## src/rtl/muldiv_if.sv

```systemverilog
// Request/response bundle between the EX stage and the iterative
// multiply/divide unit. The EX stage drives the request side, the unit
// answers with a one-cycle response pulse and a held result.
interface muldiv_if #(
   parameter int XLEN = 32
);
   logic            muldiv_start;
   logic [2:0]      funct3;
   logic [XLEN-1:0] rs1_data;
   logic [XLEN-1:0] rs2_data;
   logic            muldiv_resp;
   logic [XLEN-1:0] muldiv_out;
   logic            muldiv_busy;

   modport master (
      output muldiv_start, funct3, rs1_data, rs2_data,
      input  muldiv_resp, muldiv_out, muldiv_busy
   );

   modport slave (
      input  muldiv_start, funct3, rs1_data, rs2_data,
      output muldiv_resp, muldiv_out, muldiv_busy
   );
endinterface

```

## src/rtl/muldiv_unit.sv

```systemverilog
// Iterative RV32M multiply/divide unit. Operates on unsigned magnitudes,
// one bit per cycle (shift-add multiply, restoring divide), and applies
// the sign fixup in the same cycle the result register is written.
// Divide-by-zero and signed overflow bypass the iteration entirely.
module muldiv_unit #(
   parameter int XLEN  = 32,
   parameter int CNT_W = 6
) (
   input logic     clk,
   input logic     rst,
   muldiv_if.slave bus
);

   typedef enum logic [1:0] {IDLE, BUSY, DONE} state_t;

   localparam logic [XLEN-1:0] MIN_INT = {1'b1, {(XLEN-1){1'b0}}};

   state_t state, state_next;

   logic [2:0]        op;
   logic [XLEN-1:0]   a_mag;
   logic [XLEN-1:0]   b_mag;
   logic              a_neg;
   logic              res_neg;
   logic [2*XLEN-1:0] acc;
   logic [XLEN-1:0]   rem;
   logic [XLEN-1:0]   quot;
   logic [CNT_W-1:0]  cnt;

   logic              req_a_signed;
   logic              req_b_signed;
   logic              req_a_neg;
   logic              req_b_neg;
   logic [XLEN-1:0]   req_a_mag;
   logic [XLEN-1:0]   req_b_mag;
   logic              req_div_zero;
   logic              req_div_ovf;
   logic              req_special;
   logic [XLEN-1:0]   req_special_result;

   logic              start_accept;
   logic              last_iter;

   logic [XLEN:0]     mul_sum;
   logic [2*XLEN-1:0] acc_step;
   logic [XLEN:0]     div_shift;
   logic [XLEN:0]     div_diff;
   logic              div_ok;
   logic [XLEN-1:0]   rem_step;
   logic [XLEN-1:0]   quot_step;
   logic [2*XLEN-1:0] prod_fix;
   logic [XLEN-1:0]   quot_fix;
   logic [XLEN-1:0]   rem_fix;
   logic [XLEN-1:0]   busy_result;

   assign start_accept = (state == IDLE) && bus.muldiv_start;
   assign last_iter    = (cnt == CNT_W'(XLEN-1));

   // Decode the incoming request: operand signedness, magnitudes and the
   // two divide corner cases whose results are known without iterating.
   always_comb begin
      req_a_signed = (bus.funct3 == 3'b001) || (bus.funct3 == 3'b010) ||
                     (bus.funct3 == 3'b100) || (bus.funct3 == 3'b110);
      req_b_signed = (bus.funct3 == 3'b001) || (bus.funct3 == 3'b100) ||
                     (bus.funct3 == 3'b110);
      req_a_neg    = req_a_signed && bus.rs1_data[XLEN-1];
      req_b_neg    = req_b_signed && bus.rs2_data[XLEN-1];
      req_a_mag    = req_a_neg ? -bus.rs1_data : bus.rs1_data;
      req_b_mag    = req_b_neg ? -bus.rs2_data : bus.rs2_data;
      req_div_zero = bus.funct3[2] && (bus.rs2_data == '0);
      req_div_ovf  = bus.funct3[2] && !bus.funct3[0] &&
                     (bus.rs1_data == MIN_INT) && (bus.rs2_data == '1);
      req_special  = req_div_zero || req_div_ovf;
      req_special_result = '0;
      if (req_div_zero)
         req_special_result = bus.funct3[1] ? bus.rs1_data : '1;
      else if (req_div_ovf)
         req_special_result = bus.funct3[1] ? '0 : MIN_INT;
   end

   // One iteration of both datapaths plus the signed result that would be
   // written if this is the final iteration.
   always_comb begin
      mul_sum   = {1'b0, acc[2*XLEN-1:XLEN]} + (acc[0] ? {1'b0, a_mag} : '0);
      acc_step  = {mul_sum, acc[XLEN-1:1]};
      div_shift = {rem, quot[XLEN-1]};
      div_diff  = div_shift - {1'b0, b_mag};
      div_ok    = !div_diff[XLEN];
      rem_step  = div_ok ? div_diff[XLEN-1:0] : div_shift[XLEN-1:0];
      quot_step = {quot[XLEN-2:0], div_ok};
      prod_fix  = res_neg ? -acc_step : acc_step;
      quot_fix  = res_neg ? -quot_step : quot_step;
      rem_fix   = a_neg ? -rem_step : rem_step;
      busy_result = '0;
      case (op)
         3'b000:                 busy_result = prod_fix[XLEN-1:0];
         3'b001, 3'b010, 3'b011: busy_result = prod_fix[2*XLEN-1:XLEN];
         3'b100, 3'b101:         busy_result = quot_fix;
         default:                busy_result = rem_fix;
      endcase
   end

   // State register.
   always_ff @(posedge clk or negedge rst) begin
      if (!rst)
         state <= IDLE;
      else
         state <= state_next;
   end

   // Next-state logic; DONE always returns to IDLE so a held start is not
   // taken twice for the same instruction.
   always_comb begin
      state_next = state;
      case (state)
         IDLE: begin
            if (bus.muldiv_start)
               state_next = req_special ? DONE : BUSY;
         end
         BUSY: begin
            if (last_iter)
               state_next = DONE;
         end
         DONE:    state_next = IDLE;
         default: state_next = IDLE;
      endcase
   end

   // Operand latch on accept, then one multiply/divide step per BUSY cycle.
   always_ff @(posedge clk or negedge rst) begin
      if (!rst) begin
         op      <= '0;
         a_mag   <= '0;
         b_mag   <= '0;
         a_neg   <= 1'b0;
         res_neg <= 1'b0;
         acc     <= '0;
         rem     <= '0;
         quot    <= '0;
         cnt     <= '0;
      end else if (start_accept) begin
         op      <= bus.funct3;
         a_mag   <= req_a_mag;
         b_mag   <= req_b_mag;
         a_neg   <= req_a_neg;
         res_neg <= req_a_neg ^ req_b_neg;
         acc     <= {{XLEN{1'b0}}, req_b_mag};
         rem     <= '0;
         quot    <= req_a_mag;
         cnt     <= '0;
      end else if (state == BUSY) begin
         acc     <= acc_step;
         rem     <= rem_step;
         quot    <= quot_step;
         cnt     <= cnt + 1'b1;
      end
   end

   // Registered outputs: result written on entry to DONE, pulse and busy
   // follow the next state so they line up with the DONE cycle.
   always_ff @(posedge clk or negedge rst) begin
      if (!rst) begin
         bus.muldiv_out  <= '0;
         bus.muldiv_resp <= 1'b0;
         bus.muldiv_busy <= 1'b0;
      end else begin
         bus.muldiv_resp <= (state_next == DONE);
         bus.muldiv_busy <= (state_next != IDLE);
         if (start_accept && req_special)
            bus.muldiv_out <= req_special_result;
         else if ((state == BUSY) && last_iter)
            bus.muldiv_out <= busy_result;
      end
   end

endmodule

```

## src/flat_wrapper.sv

```systemverilog
// flat-port wrapper written by rule: the top's interface ports become plain ports
module muldiv_unit_flat 
#(
   parameter int XLEN  = 32,
   parameter int CNT_W = 6
)
  (clk, rst, bus_muldiv_start, bus_funct3, bus_rs1_data, bus_rs2_data, bus_muldiv_resp, bus_muldiv_out, bus_muldiv_busy);
  muldiv_if #(.XLEN(XLEN)) bus_i ();
  input logic clk;
  input logic rst;
  input wire logic [$bits(bus_i.muldiv_start)-1:0] bus_muldiv_start;
  input wire logic [$bits(bus_i.funct3)-1:0] bus_funct3;
  input wire logic [$bits(bus_i.rs1_data)-1:0] bus_rs1_data;
  input wire logic [$bits(bus_i.rs2_data)-1:0] bus_rs2_data;
  output wire logic [$bits(bus_i.muldiv_resp)-1:0] bus_muldiv_resp;
  output wire logic [$bits(bus_i.muldiv_out)-1:0] bus_muldiv_out;
  output wire logic [$bits(bus_i.muldiv_busy)-1:0] bus_muldiv_busy;
  assign bus_i.muldiv_start = bus_muldiv_start;
  assign bus_i.funct3 = bus_funct3;
  assign bus_i.rs1_data = bus_rs1_data;
  assign bus_i.rs2_data = bus_rs2_data;
  assign bus_muldiv_resp = bus_i.muldiv_resp;
  assign bus_muldiv_out = bus_i.muldiv_out;
  assign bus_muldiv_busy = bus_i.muldiv_busy;
  muldiv_unit #(.XLEN(XLEN), .CNT_W(CNT_W)) u_core (.clk(clk), .rst(rst), .bus(bus_i));
endmodule
```

## config.mk

```make
export PLATFORM = sky130hd
export DESIGN_NAME = muldiv_unit_flat
export DESIGN_NICKNAME = d
export VERILOG_FILES = /design/src/rtl/muldiv_if.sv /design/src/rtl/muldiv_unit.sv /design/src/flat_wrapper.sv
export SDC_FILE = /design/constraint.sdc
export NUM_CORES = 1
export LEC_CHECK = 0
export BUFFER_PORTS_ARGS = -buffer_cell sky130_fd_sc_hd__buf_2
export CAP_MARGIN = 10
export CORE_MARGIN = 1
export CORE_UTILIZATION = 25
export CTS_BUF_LIST = sky130_fd_sc_hd__clkbuf_2
export DETAILED_ROUTE_END_ITERATION = 16
export PLACE_DENSITY = 0.48
export SYNTH_ARGS = -nofsm -noshare
export SYNTH_HDL_FRONTEND = slang
export SYNTH_SLANG_ARGS = --single-unit
```

## constraint.sdc

```tcl
create_clock -name clk -period 5.5 [get_ports clk]
set_clock_uncertainty 0.15 [all_clocks]
set_input_delay 1.1 -clock clk [delete_from_list [all_inputs] [get_ports clk]]
set_output_delay 1.1 -clock clk [all_outputs]
set_load 0.1 [all_outputs]
```

# After elaboration in Yosys (flattened, before gate mapping)
# Cells that the tools add are included.
totals:
  out_inout_bits: 34
  reg_bits: 239
  wordCells: 87
  input_bits: 70
op_classes:
  reduce_logical: 25
  n_addsub: 8
  bitwise: 1
  muxes: 26
  n_eq_ne: 14
op_table:
  columns: ["operator", "n"]
  rows:
  - ["32-bit two-way mux", 16]
  - ["64-bit two-way mux", 3]
  - ["32-bit negation", 4]
  - ["32-bit one-hot mux with 3 select lines", 1]
  - ["32-bit == test, second input constant", 2]
  - ["64-bit negation", 1]
  - ["32-bit by 33-bit adder with 33-bit output", 1]
  - ["33-bit by 32-bit subtractor with 33-bit output", 1]
  - ["32-bit logical NOT", 1]
  - ["3-bit == test, second input constant", 4]
  - ["6-bit two-way mux", 2]
  - ["3-bit by 2-bit == test with 1-bit output, second input constant", 3]
  - ["1-bit logical AND", 9]
  - ["6-bit by 1-bit adder with 6-bit output, second input constant", 1]
  - ["3-bit by 1-bit == test with 1-bit output, second input constant", 2]
  - ["6-bit by 5-bit == test with 1-bit output, second input constant", 1]
  - ["1-bit logical OR", 6]
  - ["2-bit two-way mux", 3]
  - ["2-bit nonzero test", 3]
  - ["2-bit one-hot mux with 2 select lines", 1]
  - ["3-bit logical NOT", 1]
  - ["3-bit OR reduction", 1]
  - ["2-bit by 1-bit == test with 1-bit output, second input constant", 1]
  - ["2-bit == test, second input constant", 1]
  - ["4 further kinds", 5]

# Longest topological paths before layout
depth:
  ltp_word: 9
  depth_mapped: 25
  mapped_depth_nobuf: 21

# Worst setup path after synthesis
# No wires, ideal clock.
synth_path:
  kind: "register -> register"
  start: "register u_core.quot[31]"
  end: "register u_core.bus.muldiv_out[26]"
  stages_incl_launch_ff: 25
  required_time_ns: 5.207
  arrival_time_ns: 5.196
  synth_period_minus_slack_ns: 5.489
  slack_ns: 0.011
  path_buffers: 4
  setup_time_ns: 0.143
  cell_sequence: "dfrtp_1 inv_1 ha_1 inv_1 fa_1 a211o_1 nor4bb_1 o31ai_1 o41ai_1 nor3_1 nor2_2 inv_2 buf_2 buf_2 buf_1 ha_1 nand2b_1 or3_1 clkbuf_1 nand3b_1 o41ai_1 xor2_1 o221ai_1 a221oi_1 a211oi_1"
synth_via:
  elab_chain_cells: 7
  elab_cells_between_ends: 10
  classes_between: "add/sub: 3; mux: 6; reduce/logical: 1"
synth_rtl:
  columns: ["element", "line", "rtl"]
  rows:
  - ["from (decl)", "muldiv_unit.sv:27", "logic [XLEN-1:0] quot;"]
  - ["from (signal assigned)", "muldiv_unit.sv:149", "quot <= req_a_mag;"]
  - ["from (signal assigned)", "muldiv_unit.sv:154", "quot <= quot_step;"]
  - ["33-bit by 32-bit subtractor with 33-bit output", "muldiv_unit.sv:87", "div_diff = div_shift - {1'b0, b_mag};"]
  - ["32-bit two-way mux or 1-bit logical NOT (tied branches)", "muldiv_unit.sv:89, muldiv_unit.sv:88", null]
  - ["32-bit negation, on equally long branches", "muldiv_unit.sv:93, muldiv_unit.sv:92", null]
  - ["32-bit two-way mux, on equally long branches", "muldiv_unit.sv:93, muldiv_unit.sv:92", null]
  - ["32-bit one-hot mux with 3 select lines *", "muldiv_unit.sv:95", "case (op)"]
  - ["32-bit two-way mux *", "muldiv_unit.sv:171", "else if ((state == BUSY) && last_iter)"]
  - ["32-bit two-way mux *", "muldiv_unit.sv:169", "if (start_accept && req_special)"]
  - ["to (signal assigned)", "muldiv_unit.sv:170", "bus.muldiv_out <= req_special_result;"]
  - ["to (signal assigned)", "muldiv_unit.sv:172", "bus.muldiv_out <= busy_result;"]
  - ["to (decl)", "muldiv_if.sv:22", "output muldiv_resp, muldiv_out, muldiv_busy"]
# Mark *: on every way between the ends. The rest lies on a longest branch, timed or not. The select of a mux whose other input is x is not followed.
# A chain may end at the register's enable or synchronous reset.

# Worst setup path after layout
layout_path:
  start: "register u_core.acc[0]"
  end: "register u_core.bus.muldiv_out[28]"
layout_via:
  elab_chain_cells: 7
layout_rtl:
  columns: ["element", "line", "rtl"]
  rows:
  - ["from (decl)", "muldiv_unit.sv:25", "logic [2*XLEN-1:0] acc;"]
  - ["from (signal assigned)", "muldiv_unit.sv:147", "acc <= {{XLEN{1'b0}}, req_b_mag};"]
  - ["from (signal assigned)", "muldiv_unit.sv:152", "acc <= acc_step;"]
  - ["32-bit two-way mux *", "muldiv_unit.sv:84", "mul_sum = {1'b0, acc[2*XLEN-1:XLEN]} + (acc[0] ? {1'b0, a_mag} : '0);"]
  - ["32-bit by 33-bit adder with 33-bit output *", "muldiv_unit.sv:84", null]
  - ["64-bit negation", "muldiv_unit.sv:91", "prod_fix = res_neg ? -acc_step : acc_step;"]
  - ["64-bit two-way mux *", "muldiv_unit.sv:91", null]
  - ["32-bit one-hot mux with 3 select lines *", "muldiv_unit.sv:95", null]
  - ["32-bit two-way mux *", "muldiv_unit.sv:171", null]
  - ["32-bit two-way mux *", "muldiv_unit.sv:169", null]
# Marks and branches as above.

==> results.md <==
* Vias per cell at 5.58
* Pwr dens at 686 nW/µm²
* Routed via count at 20400
* GPL Wtd Cong at 0.972
* Leak at 9.14 nW
* Global-route wire length before repair at 129000 µm
* DRT Pass-1 Iters at 5
* Worst-skew pair later-pin latency at 1060 ps
* CP Capture Type: flop
* Maxcap violations at 0
* Unrepaired setup endpoints after global routing: no
* Largest area contributor in the netlist: dfrtp_1
* Cells after synthesis at 2473
* Dominant synthesized flop cell: dfrtp_1
* Mapped Area at 19700 µm²
* Synth top area cells: dfrtp_1 (30%), o21ai_0 (6.2%), nand2_1 (5.2%), xor2_1 (5.0%), a21oi_1 (4.6%)
* Area delta synth->final at 12.5%
* Routed wire per std cell at 24.1 µm
* Iteration-0 DRC Markers at 2063
* Worst vdd ir at 0.338 mV
* Die ar. at 80000 µm²
* Slew Viols, Final at 0
* Reg clk slew, reported paths at 110 ps
* Crit share post-route at 93.5%
* EDFF count, synth at 0
* Max Freq at 194 MHz
* Post-route DRC at 0
* Placed Cells incl. Taps at 3526
* Row cnt at 102
* CTS Buffer Depth at 3
* Die H at 283 µm
* Initial antenna violation count at 9
* Cell with the most instances after synthesis: nand2_1
* Fill cells at 8416
* Io pins at 104
* Library cells used by synthesis at 97
* Pwr Total at 15.2 mW
* Worst Path Arrival at 5890 ps
* Synthesis Warnings at 0
* CTS tree: built
* Slew headroom at 28.5%
* # clock sinks at 239
* # H-tree levels at 3
* Layout Nets at 2707
* Core footprint at 77700 µm²
* Min cycle time layout at 5140 ps
* Drt total wl at 88000 µm
* Initial Util at 25.4%
* Register area share after synthesis at 30.3%
* Die X at 283 µm
* Post-DP HPWL at 68100 µm
* TritonCTS buffer count at 75
* Syn avg cell area at 7.97 µm²
* Clk root buf: clkbuf_2
* CP Launch Type: flop
* Number of port buffers at 103
* Antenna-violating nets left at 0
* Path type of the worst setup path: flop to flop
* Footprint of the multi-input gates at 12800 µm²
* Final Core Density at 28.5%
* Async set or reset register ratio after synthesis at 100%
* Outcome: completed
* Final setup vio count at 0
* Syn_nets at 2616
* Layout cells sized above 1 at 13.4%
* Synth top area share at 30.3%
* Synth top cells by count: nand2_1 (275), o21ai_0 (244), dfrtp_1 (239)
* Largest net degree at the start of global routing at 132
* Worst Max-Slew Pin Slew at 1070 ps
* Synthesis-stage register bit count at 239
* Worst EP required at 6250 ps
* Min-Delay Path Class: input port to flop
* Setup total negative slack at 0 ps
* Gr ovfl total at 0
* Post-CTS Setup Inserts at 0
* Fin. Hold Viols at 0
* GRT Total Usage at 21.8%
* Reg area at 5980 µm²
* Non-filler cells, final at 3650
* Vias in the first global route at 19600
* Crit path max fanout at 16
## timing repair
action,CTS,global route
gates resized for setup,0,5
endpoints found under the setup margin,0,7
hold endpoints to repair,60,0
hold buffers,1,0
## kinds of logic (layout without fill, tap and decap cells)
group | count (synthesis) | in the layout | share of synthesized area (%)
AO/OA/AOI/OAI | 863 | 863 | 28.5
XOR/XNOR | 207 | 207 | 9.20
other | 0 | 5 | 0
flip-flops | 239 | 239 | 30.3
AND/OR/NAND/NOR | 794 | 794 | 19.8
multiplexers | 49 | 49 | 2.53
adder cells (fa/ha/maj) | 73 | 73 | 4.71
buffers and inverters | 248 | 380 | 4.89
## report_power, final
part	total [mW]	switching [mW]	internal [mW]
logic	10.4	6.65	3.77
clock network	1.48	0.880	0.603
registers	3.31	0.870	2.44
total	15.2	8.40	6.81
## placed cells by master (no fill, tap or decap), types with 27 or more instances in the layout
cell type,netlist,final
nor3_1,57,56
nand2_1,275,273
xnor2_1,95,95
nor2_1,162,157
nand3_1,56,56
o21ai_0,244,244
buf_4,3,73
inv_1,83,83
mux2i_1,42,42
ha_1,71,71
a21o_1,41,41
o31ai_1,38,37
a21oi_1,181,181
xor2_1,112,112
dfrtp_1,239,237
and2_1,44,44
o22ai_1,71,71
or3_1,27,27
clkbuf_2,0,107
buf_2,12,102
## layout make-up
cell class | count | share of cell area (%)
Clock buffer | 107 | 2.41
Inverter | 84 | 1.42
Sequential cell | 239 | 27.0
Clock inverter | 11 | 0.451
Tap cell | 1040 | 5.87
Multi-Input combinational cell | 1986 | 57.8
Antenna cell | 5 | 0.0564
Timing Repair Buffer | 178 | 4.98
## worst max-delay path, stage by stage (launching register included)
cell and delay [ps]:
dfrtp_2 510, and2_1 180, ha_1 210, fa_1 450
a211o_1 300, nand3_1 210, a2111o_1 270, a21oi_2 130
or3_1 340, a2111oi_0 540, buf_4 220, nand3b_1 140
or4b_4 620, o31ai_2 220, xnor2_1 160, a221oi_2 300
a221oi_2 80
## metal layers
metal	wire (µm)	global-route usage, %	vias up
met3	6280	3.68	137
li1	-	-	9336
met4	2980	8.34	2
met1	39300	30.0	10000
met5	13	0	-
met2	39400	33.9	863
## through the flow
step	setup WS (ps)	area [µm²]	hold WS, ps
2_1_floorplan	11.0	19700	288
3_3_place_gp	177	21500	312
3_5_place_dp	181	21500	308
4_1_cts	212	22100	105
5_1_grt	62.3	22200	176
6_report	356	22200	192
## state kept, by name, indices dropped and copies added (netlist names), 2 cells and up
name                   cells
u_core.a_mag              32
u_core.acc                64
u_core.b_mag              32
u_core.bus.muldiv_out     32
u_core.cnt                 6
u_core.op                  3
u_core.quot               32
u_core.rem                32
u_core.state               2
## worst paths after layout
path | from | end | slack [ps] | cells after the start
max | u_core.acc[0] | u_core.bus.muldiv_out[28] | 360 | 16
min | bus_funct3[0] | u_core.op[0] | 190 | 3
max reg2reg | u_core.acc[0] | u_core.bus.muldiv_out[28] | 360 | 16
min reg2reg | u_core.a_mag[31] | u_core.a_mag[31] | 320 | 1
max in group asynchronous | rst | u_core.quot[25] | 3470 | 3
min in group asynchronous | rst | u_core.res_neg | 430 | 2
Power figures use the tool's default switching activity.
